`config.mk`:
```
export PLATFORM = sky130hd
export DESIGN_NAME = wptr_full_ctrl_flat
export DESIGN_NICKNAME = d
export VERILOG_FILES = /design/src/rtl/wptr_full_ctrl_if.sv /design/src/rtl/wptr_full_ctrl.sv /design/src/flat_wrapper.sv
export SDC_FILE = /design/constraint.sdc
export NUM_CORES = 1
export LEC_CHECK = 0
export ABC_AREA = 1
export CAP_MARGIN = 20
export CORE_AREA = 2 2 50 52
export CTS_CLUSTER_SIZE = 25
export DETAILED_ROUTE_END_ITERATION = 8
export DIE_AREA = 0 0 52 54
export GPL_TIMING_DRIVEN = 0
export MAX_ROUTING_LAYER = met4
export PLACE_DENSITY = 0.83
export SETUP_SLACK_MARGIN = 0.05
export SLEW_MARGIN = 25
export SYNTH_ARGS = -nofsm -noshare
export SYNTH_HDL_FRONTEND = slang
export SYNTH_SLANG_ARGS = --single-unit
export TNS_END_PERCENT = 5
```
`constraint.sdc`:
```
create_clock -name WCLK -period 2.5 [get_ports WCLK]
set_clock_uncertainty 0.05 [all_clocks]
set_input_delay 0.25 -clock WCLK [delete_from_list [all_inputs] [get_ports WCLK]]
set_output_delay 0.25 -clock WCLK [all_outputs]
set_load 0.005 [all_outputs]
```
`src/rtl/wptr_full_ctrl_if.sv`:
```
// Write-side bundle between the write client, pointer
// synchroniser and RAM, and the write pointer/flag controller.
interface wptr_full_ctrl_if #(
    parameter int ADDR_WIDTH = 4
);
    logic                  write;
    logic                  clr_ovf;
    logic [ADDR_WIDTH:0]   rp2_wpt;
    logic [ADDR_WIDTH:0]   wpt;
    logic [ADDR_WIDTH-1:0] waddr;
    logic                  wen;
    logic                  wr_ack;
    logic                  full;
    logic                  almost_full;
    logic [ADDR_WIDTH:0]   wcount;
    logic                  overflow;

    modport master (
        output write, clr_ovf, rp2_wpt,
        input  wpt, waddr, wen, wr_ack, full,
        input  almost_full, wcount, overflow
    );

    modport slave (
        input  write, clr_ovf, rp2_wpt,
        output wpt, waddr, wen, wr_ack, full,
        output almost_full, wcount, overflow
    );
endinterface

```
`src/rtl/wptr_full_ctrl.sv`:
```
// Async FIFO write-side controller: binary/Gray write pointers,
// full, almost-full, occupancy, write ack and sticky overflow.
module wptr_full_ctrl #(
    parameter int ADDR_WIDTH = 4,
    parameter int AF_LEVEL   = 14
) (
    input  logic             WCLK,
    input  logic             WRST,
    wptr_full_ctrl_if.slave  bus
);
    localparam int PW = ADDR_WIDTH + 1;
    localparam logic [ADDR_WIDTH:0] AF_LVL = PW'(AF_LEVEL);

    logic [ADDR_WIDTH:0] r_wbin;
    logic [ADDR_WIDTH:0] r_wpt;
    logic [ADDR_WIDTH:0] r_wcount;
    logic                r_full;
    logic                r_af;
    logic                r_ack;
    logic                r_ovf;

    logic                w_accept;
    logic [ADDR_WIDTH:0] w_wbin_next;
    logic [ADDR_WIDTH:0] w_wgray_next;
    logic [ADDR_WIDTH:0] w_rbin;
    logic [ADDR_WIDTH:0] w_full_tgt;
    logic [ADDR_WIDTH:0] w_occ_next;

    assign w_accept     = bus.write & ~r_full;
    assign w_wbin_next  = r_wbin + {{ADDR_WIDTH{1'b0}}, w_accept};
    assign w_wgray_next = (w_wbin_next >> 1) ^ w_wbin_next;

    // Full when our next Gray pointer is exactly one lap ahead
    // of the synchronised read pointer (top two bits inverted).
    assign w_full_tgt = {~bus.rp2_wpt[ADDR_WIDTH:ADDR_WIDTH-1],
                         bus.rp2_wpt[ADDR_WIDTH-2:0]};

    // Decode the synchronised read Gray pointer back to binary.
    always_comb begin
        w_rbin = '0;
        for (int i = 0; i <= ADDR_WIDTH; i++) begin
            w_rbin[i] = ^(bus.rp2_wpt >> i);
        end
    end

    assign w_occ_next = w_wbin_next - w_rbin;

    // Pointer, flag and counter registers; reset wins over all.
    always_ff @(posedge WCLK) begin
        if (WRST) begin
            r_wbin   <= '0;
            r_wpt    <= '0;
            r_wcount <= '0;
            r_full   <= 1'b0;
            r_af     <= 1'b0;
            r_ack    <= 1'b0;
            r_ovf    <= 1'b0;
        end else begin
            r_wbin   <= w_wbin_next;
            r_wpt    <= w_wgray_next;
            r_wcount <= w_occ_next;
            r_full   <= (w_wgray_next == w_full_tgt);
            r_af     <= (w_occ_next >= AF_LVL);
            r_ack    <= w_accept;
            r_ovf    <= (bus.write & r_full) | (r_ovf & ~bus.clr_ovf);
        end
    end

    assign bus.wpt         = r_wpt;
    assign bus.waddr       = r_wbin[ADDR_WIDTH-1:0];
    assign bus.wen         = w_accept;
    assign bus.wr_ack      = r_ack;
    assign bus.full        = r_full;
    assign bus.almost_full = r_af;
    assign bus.wcount      = r_wcount;
    assign bus.overflow    = r_ovf;
endmodule
```
`src/flat_wrapper.sv`:
```
// flat-port wrapper written by rule: the top's interface ports become plain ports
module wptr_full_ctrl_flat 
#(
    parameter int ADDR_WIDTH = 4,
    parameter int AF_LEVEL   = 14
)
  (WCLK, WRST, bus_write, bus_clr_ovf, bus_rp2_wpt, bus_wpt, bus_waddr, bus_wen, bus_wr_ack, bus_full, bus_almost_full, bus_wcount, bus_overflow);
  wptr_full_ctrl_if #(.ADDR_WIDTH(ADDR_WIDTH)) bus_i ();
  input  logic WCLK;
  input  logic WRST;
  input wire logic [$bits(bus_i.write)-1:0] bus_write;
  input wire logic [$bits(bus_i.clr_ovf)-1:0] bus_clr_ovf;
  input wire logic [$bits(bus_i.rp2_wpt)-1:0] bus_rp2_wpt;
  output wire logic [$bits(bus_i.wpt)-1:0] bus_wpt;
  output wire logic [$bits(bus_i.waddr)-1:0] bus_waddr;
  output wire logic [$bits(bus_i.wen)-1:0] bus_wen;
  output wire logic [$bits(bus_i.wr_ack)-1:0] bus_wr_ack;
  output wire logic [$bits(bus_i.full)-1:0] bus_full;
  output wire logic [$bits(bus_i.almost_full)-1:0] bus_almost_full;
  output wire logic [$bits(bus_i.wcount)-1:0] bus_wcount;
  output wire logic [$bits(bus_i.overflow)-1:0] bus_overflow;
  assign bus_i.write = bus_write;
  assign bus_i.clr_ovf = bus_clr_ovf;
  assign bus_i.rp2_wpt = bus_rp2_wpt;
  assign bus_wpt = bus_i.wpt;
  assign bus_waddr = bus_i.waddr;
  assign bus_wen = bus_i.wen;
  assign bus_wr_ack = bus_i.wr_ack;
  assign bus_full = bus_i.full;
  assign bus_almost_full = bus_i.almost_full;
  assign bus_wcount = bus_i.wcount;
  assign bus_overflow = bus_i.overflow;
  wptr_full_ctrl #(.ADDR_WIDTH(ADDR_WIDTH), .AF_LEVEL(AF_LEVEL)) u_core (.WCLK(WCLK), .WRST(WRST), .bus(bus_i));
endmodule
```
==> results of run 1 <==
[power groups by stage]
stage                     clock (mW)  combinational (mW)  sequential, mW
final                          0.174               0.258           0.328
after global routing           0.195               0.286           0.330
after CTS                      0.181               0.245           0.327
after detailed placement           0               0.244           0.334
after global placement             0               0.233           0.332
after floorplan                    0               0.132           0.338
[worst max path at each step]
stage	endpoint	slack [ns]	startpoint	cells past startpoint
floorplan	u_core.bus.almost_full	0.40	u_core.bus.full	11
finish	u_core.bus.almost_full	0.17	bus_rp2_wpt[3]	11
detailed placement	u_core.bus.almost_full	-0.24	bus_rp2_wpt[4]	12
CTS	u_core.bus.almost_full	0.07	bus_rp2_wpt[4]	14
global placement	u_core.bus.almost_full	-0.16	bus_rp2_wpt[4]	14
global route	u_core.bus.almost_full	0.04	bus_rp2_wpt[3]	14
[logic make-up after synthesis]
family          count (synthesis)
simple gates                   89
buf+inv                        22
flops                          18
fa+ha+maj                       6
xor+xnor                        5
compound gates                  3
[registers in the layout (all words and copies together), names as in the netlist]
| signal | cells |
|---|---|
| u_core.bus.almost_full | 1 |
| u_core.bus.full | 1 |
| u_core.bus.overflow | 1 |
| u_core.bus.wcount | 5 |
| u_core.bus.wpt | 5 |
| u_core.bus.wr_ack | 1 |
| u_core.r_wbin | 4 |
[worst max-delay path: stages]
cell,delay (ns)
clkdlybuf4s50_1,0.51
inv_1,0.06
nand2_1,0.07
nand2_2,0.10
xor2_4,0.24
xor2_1,0.18
ha_2,0.23
fa_2,0.46
nor3_1,0.23
nand3_1,0.10
nand2_1,0.07
[metrics by stage]
stage	cells	utilization	TNS [ns]	area [µm²]
after global placement	199	0.565	-0.439	1310
after detailed placement	199	0.565	-0.660	1310
after global routing	204	0.595	0	1380
after floorplan	143	-	0	1010
after CTS	203	0.580	0	1350
final	204	0.595	0	1380
[timing repair]
action                     4_1_cts  5_1_grt
setup endpoints to repair        0        3
resized for setup                0        7
buffers inserted                 0        1
[layout by cell type, fill, tap and decap left out, types with 2 or more instances in the layout]
cell,n
a21oi_1,2
clkbuf_1,2
clkbuf_4,3
clkdlybuf4s50_1,25
dfxtp_1,18
ha_2,3
inv_1,17
inv_2,2
nand2_1,48
nand2_2,4
nand3_1,10
nand3b_1,2
nand4_1,3
nor2_1,17
nor2_2,2
nor3_1,2
xor2_1,2
[layer usage]
metal / routed length (µm) / share of wire / global-route usage / up-vias
met5: 0 / 0 / - / -
met4: 48 / 0.020 / 0.0570 / 0
met3: 149 / 0.063 / 0.0250 / 6
met2: 1230 / 0.51 / 0.316 / 46
met1: 956 / 0.40 / 0.202 / 484
li1: - / - / - / 500
[area by class of cell]
class	count	area [µm²]	area share
Tap cell	30	37.5	0.0272
Timing Repair Buffer	27	270	0.196
Inverter	19	71.3	0.0516
Multi-Input combinational cell	103	587	0.425
Sequential cell	18	360	0.261
Buffer	3	18.8	0.0136
Clock buffer	4	36.3	0.0263
==> impl_metrics.env, run 1 <==
export IMPL_status="finished, final reports clean"
export IMPL_core_rowCount=18
export IMPL_final_setup_worst_slack_ns=0.170
export IMPL_max_cap_violations=0
export IMPL_nNetsFinal=190
export IMPL_clock_path_buffers=2
export IMPL_clockPowerShare=0.229
export IMPL_nFillCells=196
export IMPL_routed_via_density=5.08
export IMPL_worstMarginPinSlew_ns=0.447
export IMPL_fp_coreArea_um2=2320
export IMPL_critical_path_class="input pin to flop"
export IMPL_place_ws_ns=-0.241
export IMPL_hold_path_end="u_core.r_wbin[3]"
export IMPL_clk_latency_ns=0.28
export IMPL_p_sw_mw=0.222
export IMPL_yosysMostFrequentCell="nand2_1"
export IMPL_yosys_area_share_adder=0.0816
export IMPL_synth_area_leaders="dfxtp_1 36%, nand2_1 18%, nor2_1 6.7%"
export IMPL_rsz0062_at_grt="no"
export IMPL_dr_pass1_iters=7
export IMPL_setup_violations=0
export IMPL_comb_power_share=0.340
export IMPL_synth_top_family_by_area="simple AND/OR/NAND/NOR gates"
export IMPL_clock_fmax_mhz=429
export IMPL_synthXorXnorAreaFrac=0.0692
export IMPL_grt_ovfl_total=0
export IMPL_synth_nets=158
export IMPL_synth_seq_cells=18
export IMPL_globalplace_congestion=0.852
export IMPL_p_int_mw=0.539
export IMPL_grt_pass1_vias=856
export IMPL_routed_wl_um=2380
export IMPL_switching_share=0.292
export IMPL_grt_pass1_wl_um=3550
export IMPL_die_h_um=54
export IMPL_cts_buffers=3
export IMPL_netlist_top_cell_by_area="dfxtp_1"
export IMPL_power_mw=0.760
export IMPL_seq_area_frac_synth=0.356
export IMPL_finalCritPeriodShare=0.932
export IMPL_synthMuxAreaShare=0
export IMPL_hold_start="WRST"
export IMPL_ys_top_cells_by_count="48 x nand2_1, 18 x dfxtp_1, 18 x nor2_1"
export IMPL_avgSynthCellArea_um2=7.08
export IMPL_min_period_ns=2.33
export IMPL_yosys_most_used_dff="dfxtp_1"
export IMPL_grtUsageTotal=0.176
export IMPL_start_util=0.436
export IMPL_cp_max_fo=3
export IMPL_postRouteAntennaNets=0
export IMPL_worstReg2RegStart="u_core.bus.full"
export IMPL_yosysTopAreaCellShare=0.356
export IMPL_clk_pin_slew_ns=0.10
export IMPL_seq_power_share=0.431
export IMPL_drtIter0Drc=30
export IMPL_r2r_slack_ns=0.30
export IMPL_cp_end_kind="flop"
export IMPL_r2r_end="u_core.bus.almost_full"
export IMPL_synth_simple_area_share=0.388
export IMPL_synth_edf_count=0
export IMPL_antenna_found_initial=0
export IMPL_synth_compound_area_share=0.0161
export IMPL_worst_hold_slack_ns=0.283
export IMPL_power_leakage_nw=0.652
export IMPL_io_buffers=26
export IMPL_syn_inst=143
export IMPL_drive_gt1_frac=0.126
export IMPL_syn_cell_area_um2=1010
export IMPL_routed_via_count=1036
export IMPL_worst_setup_path_start_kind="input pin"
export IMPL_grt_start_max_net_pins=11
export IMPL_reg2regPathDepth=11
export IMPL_routedWlPerCell_um=11.7
export IMPL_peakVddDrop_mv=0.272
export IMPL_cts_sinks=18
export IMPL_critical_path_arrival_ns=2.52
export IMPL_drv_slew=0
export IMPL_slew_headroom=0.702
export IMPL_cts_root_buffer="clkbuf_4"
export IMPL_dieWidth_um=52
export IMPL_worstPathRequired_ns=2.69
export IMPL_cts_tree="yes"
export IMPL_cts_max_level=1
export IMPL_ios=28
export IMPL_drc=0
export IMPL_hp_class="input pin to flop"
export IMPL_ys_types=22
export IMPL_hold_viol=0
export IMPL_hold_buffers=0
export IMPL_powerDensity_nw_per_um2=550
export IMPL_ys_warnings_count=0
export IMPL_num_antenna_cells=0
export IMPL_synthToLayoutAreaGrowth_pct=36.5
export IMPL_async_reset_ff_frac=0
export IMPL_dp_hpwl_um=1830
export IMPL_die_area_um2=2810
export IMPL_hold_path_depth=2
Note: power is estimated with default switching activity, not from simulation.
==> inputs of run 2 (changes only) <==
ABC_CLOCK_PERIOD_IN_PS = 2500   (was unset)
CELL_PAD_IN_SITES_DETAIL_PLACEMENT = 0   (was unset)
CELL_PAD_IN_SITES_GLOBAL_PLACEMENT = 1   (was unset)
CORE_AREA = 2 2 59 61   (was 2 2 50 52)
DIE_AREA = 0 0 61 63   (was 0 0 52 54)
PLACE_DENSITY = 0.84   (was 0.83)
==> impl_metrics.env, run 2 (synthesized netlist as in run 1, its figures left out) <==
export IMPL_status="finished, final reports clean"
export IMPL_synthToLayoutAreaGrowth_pct=39.7
export IMPL_dieWidth_um=61
export IMPL_hp_class="input pin to flop"
export IMPL_drv_slew=0
export IMPL_clk_pin_slew_ns=0.10
export IMPL_routed_wl_um=2170
export IMPL_grt_start_max_net_pins=11
export IMPL_worstPathRequired_ns=2.68
export IMPL_routed_via_density=4.37
export IMPL_setup_violations=0
export IMPL_grtUsageTotal=0.127
export IMPL_max_cap_violations=0
export IMPL_final_util=0.437
export IMPL_start_util=0.313
export IMPL_p_sw_mw=0.212
export IMPL_fp_coreArea_um2=3230
export IMPL_clk_latency_ns=0.28
export IMPL_path_buf_inv=3
export IMPL_clockPowerShare=0.230
export IMPL_cp_slowest_cell="fa_1"
export IMPL_slowest_delay_ns=0.46
export IMPL_post_dp_cell_area_um2=1330
export IMPL_grt_pass1_wl_um=3650
export IMPL_p_int_mw=0.539
export IMPL_num_antenna_cells=0
export IMPL_final_cell_mix="48 x nand2_1, 24 x clkdlybuf4s50_1, 18 x nor2_1, 18 x dfxtp_1, 17 x inv_1"
export IMPL_critical_path_arrival_ns=2.44
export IMPL_comb_power_share=0.335
export IMPL_dp_cells=215
export IMPL_routedWlPerCell_um=9.76
export IMPL_switching_share=0.282
export IMPL_clock_fmax_mhz=444
export IMPL_clock_path_buffers=2
export IMPL_worst_setup_path_start_kind="input pin"
export IMPL_postRouteAntennaNets=0
export IMPL_finalCritPeriodShare=0.902
export IMPL_core_rowCount=21
export IMPL_drive_gt1_frac=0.125
export IMPL_die_area_um2=3840
export IMPL_slew_headroom=0.692
export IMPL_peakVddDrop_mv=0.134
export IMPL_dp_hpwl_um=1750
export IMPL_grt_ovfl_total=0
export IMPL_nNetsFinal=192
export IMPL_cp_max_fo=4
export IMPL_cts_root_buffer="clkbuf_4"
export IMPL_grt_pass1_vias=921
export IMPL_power_leakage_nw=0.671
export IMPL_rsz0062_at_grt="no"
export IMPL_final_area_um2=1410
export IMPL_routed_via_count=971
export IMPL_globalplace_congestion=0.812
export IMPL_tns_ns=0
export IMPL_cp_end_kind="flop"
export IMPL_die_h_um=63
export IMPL_dr_pass1_iters=4
export IMPL_antenna_found_initial=0
export IMPL_io_buffers=26
export IMPL_critPathTopFamily="adder cells"
export IMPL_powerDensity_nw_per_um2=531
export IMPL_ios=28
export IMPL_worst_hold_slack_ns=0.286
export IMPL_cts_sinks=18
export IMPL_power_mw=0.751
export IMPL_cts_max_level=1
export IMPL_drtIter0Drc=17
export IMPL_seq_power_share=0.435
export IMPL_cts_tree="yes"
export IMPL_min_period_ns=2.25
export IMPL_drc=0
export IMPL_cts_buffers=3
export IMPL_final_setup_worst_slack_ns=0.245
export IMPL_hold_viol=0
export IMPL_path_cells="clkdlybuf4s50_1 > inv_1 > nor2_1 > ha_2 > ha_2 > inv_1 > fa_1 > xor2_1 > nor3_1 > nand3_1 > nand2_1"
export IMPL_critical_path_class="input pin to flop"
export IMPL_place_ws_ns=-0.219
export IMPL_worstMarginPinSlew_ns=0.461
export IMPL_fin_cells=222
export IMPL_final_common_cell="nand2_1"
[run 2: worst paths after layout]
| kind | slack, ns | depth (start not counted) | start | endpoint |
|---|---|---|---|---|
| worst min register to register | 0.42 | 2 | u_core.bus.overflow | u_core.bus.overflow |
| worst max register to register | 0.30 | 9 | u_core.bus.full | u_core.bus.almost_full |
| worst max-delay path | 0.25 | 11 | bus_write | u_core.bus.almost_full |
| worst min-delay path | 0.29 | 2 | WRST | u_core.r_wbin[3] |
[run 2: repair_timing]
item | in CTS | in global routing
setup buffers | 0 | 3
hold buffers | 0 | 0
gates resized for setup | 0 | 6
endpoints found under the setup margin | 0 | 3
[run 2: power groups by stage]
stage	logic, mW	registers, mW	clock network [mW]
2_1_floorplan	0.132	0.338	0
3_3_place_gp	0.235	0.333	0
3_5_place_dp	0.238	0.334	0
4_1_cts	0.240	0.327	0.179
5_1_grt	0.286	0.330	0.193
6_report	0.252	0.327	0.173
[run 2: cell type report]
cell class,count,area [µm²]
well taps,46,57.6
plain buffers,3,18.8
multi-input cells,103,582
clock buffers,4,36.3
flip-flops and latches,18,360
inverters,19,71.3
fillers,338,1820
repair buffers,29,288
[run 2: layer usage]
| metal | global-route usage | vias up | part of all wire |
|---|---|---|---|
| li1 | - | 504 | - |
| met1 | 0.140 | 445 | 0.45 |
| met2 | 0.212 | 20 | 0.51 |
| met3 | 0.0269 | 2 | 0.034 |
| met4 | 0.0598 | 0 | 0.010 |
| met5 | - | - | 0 |
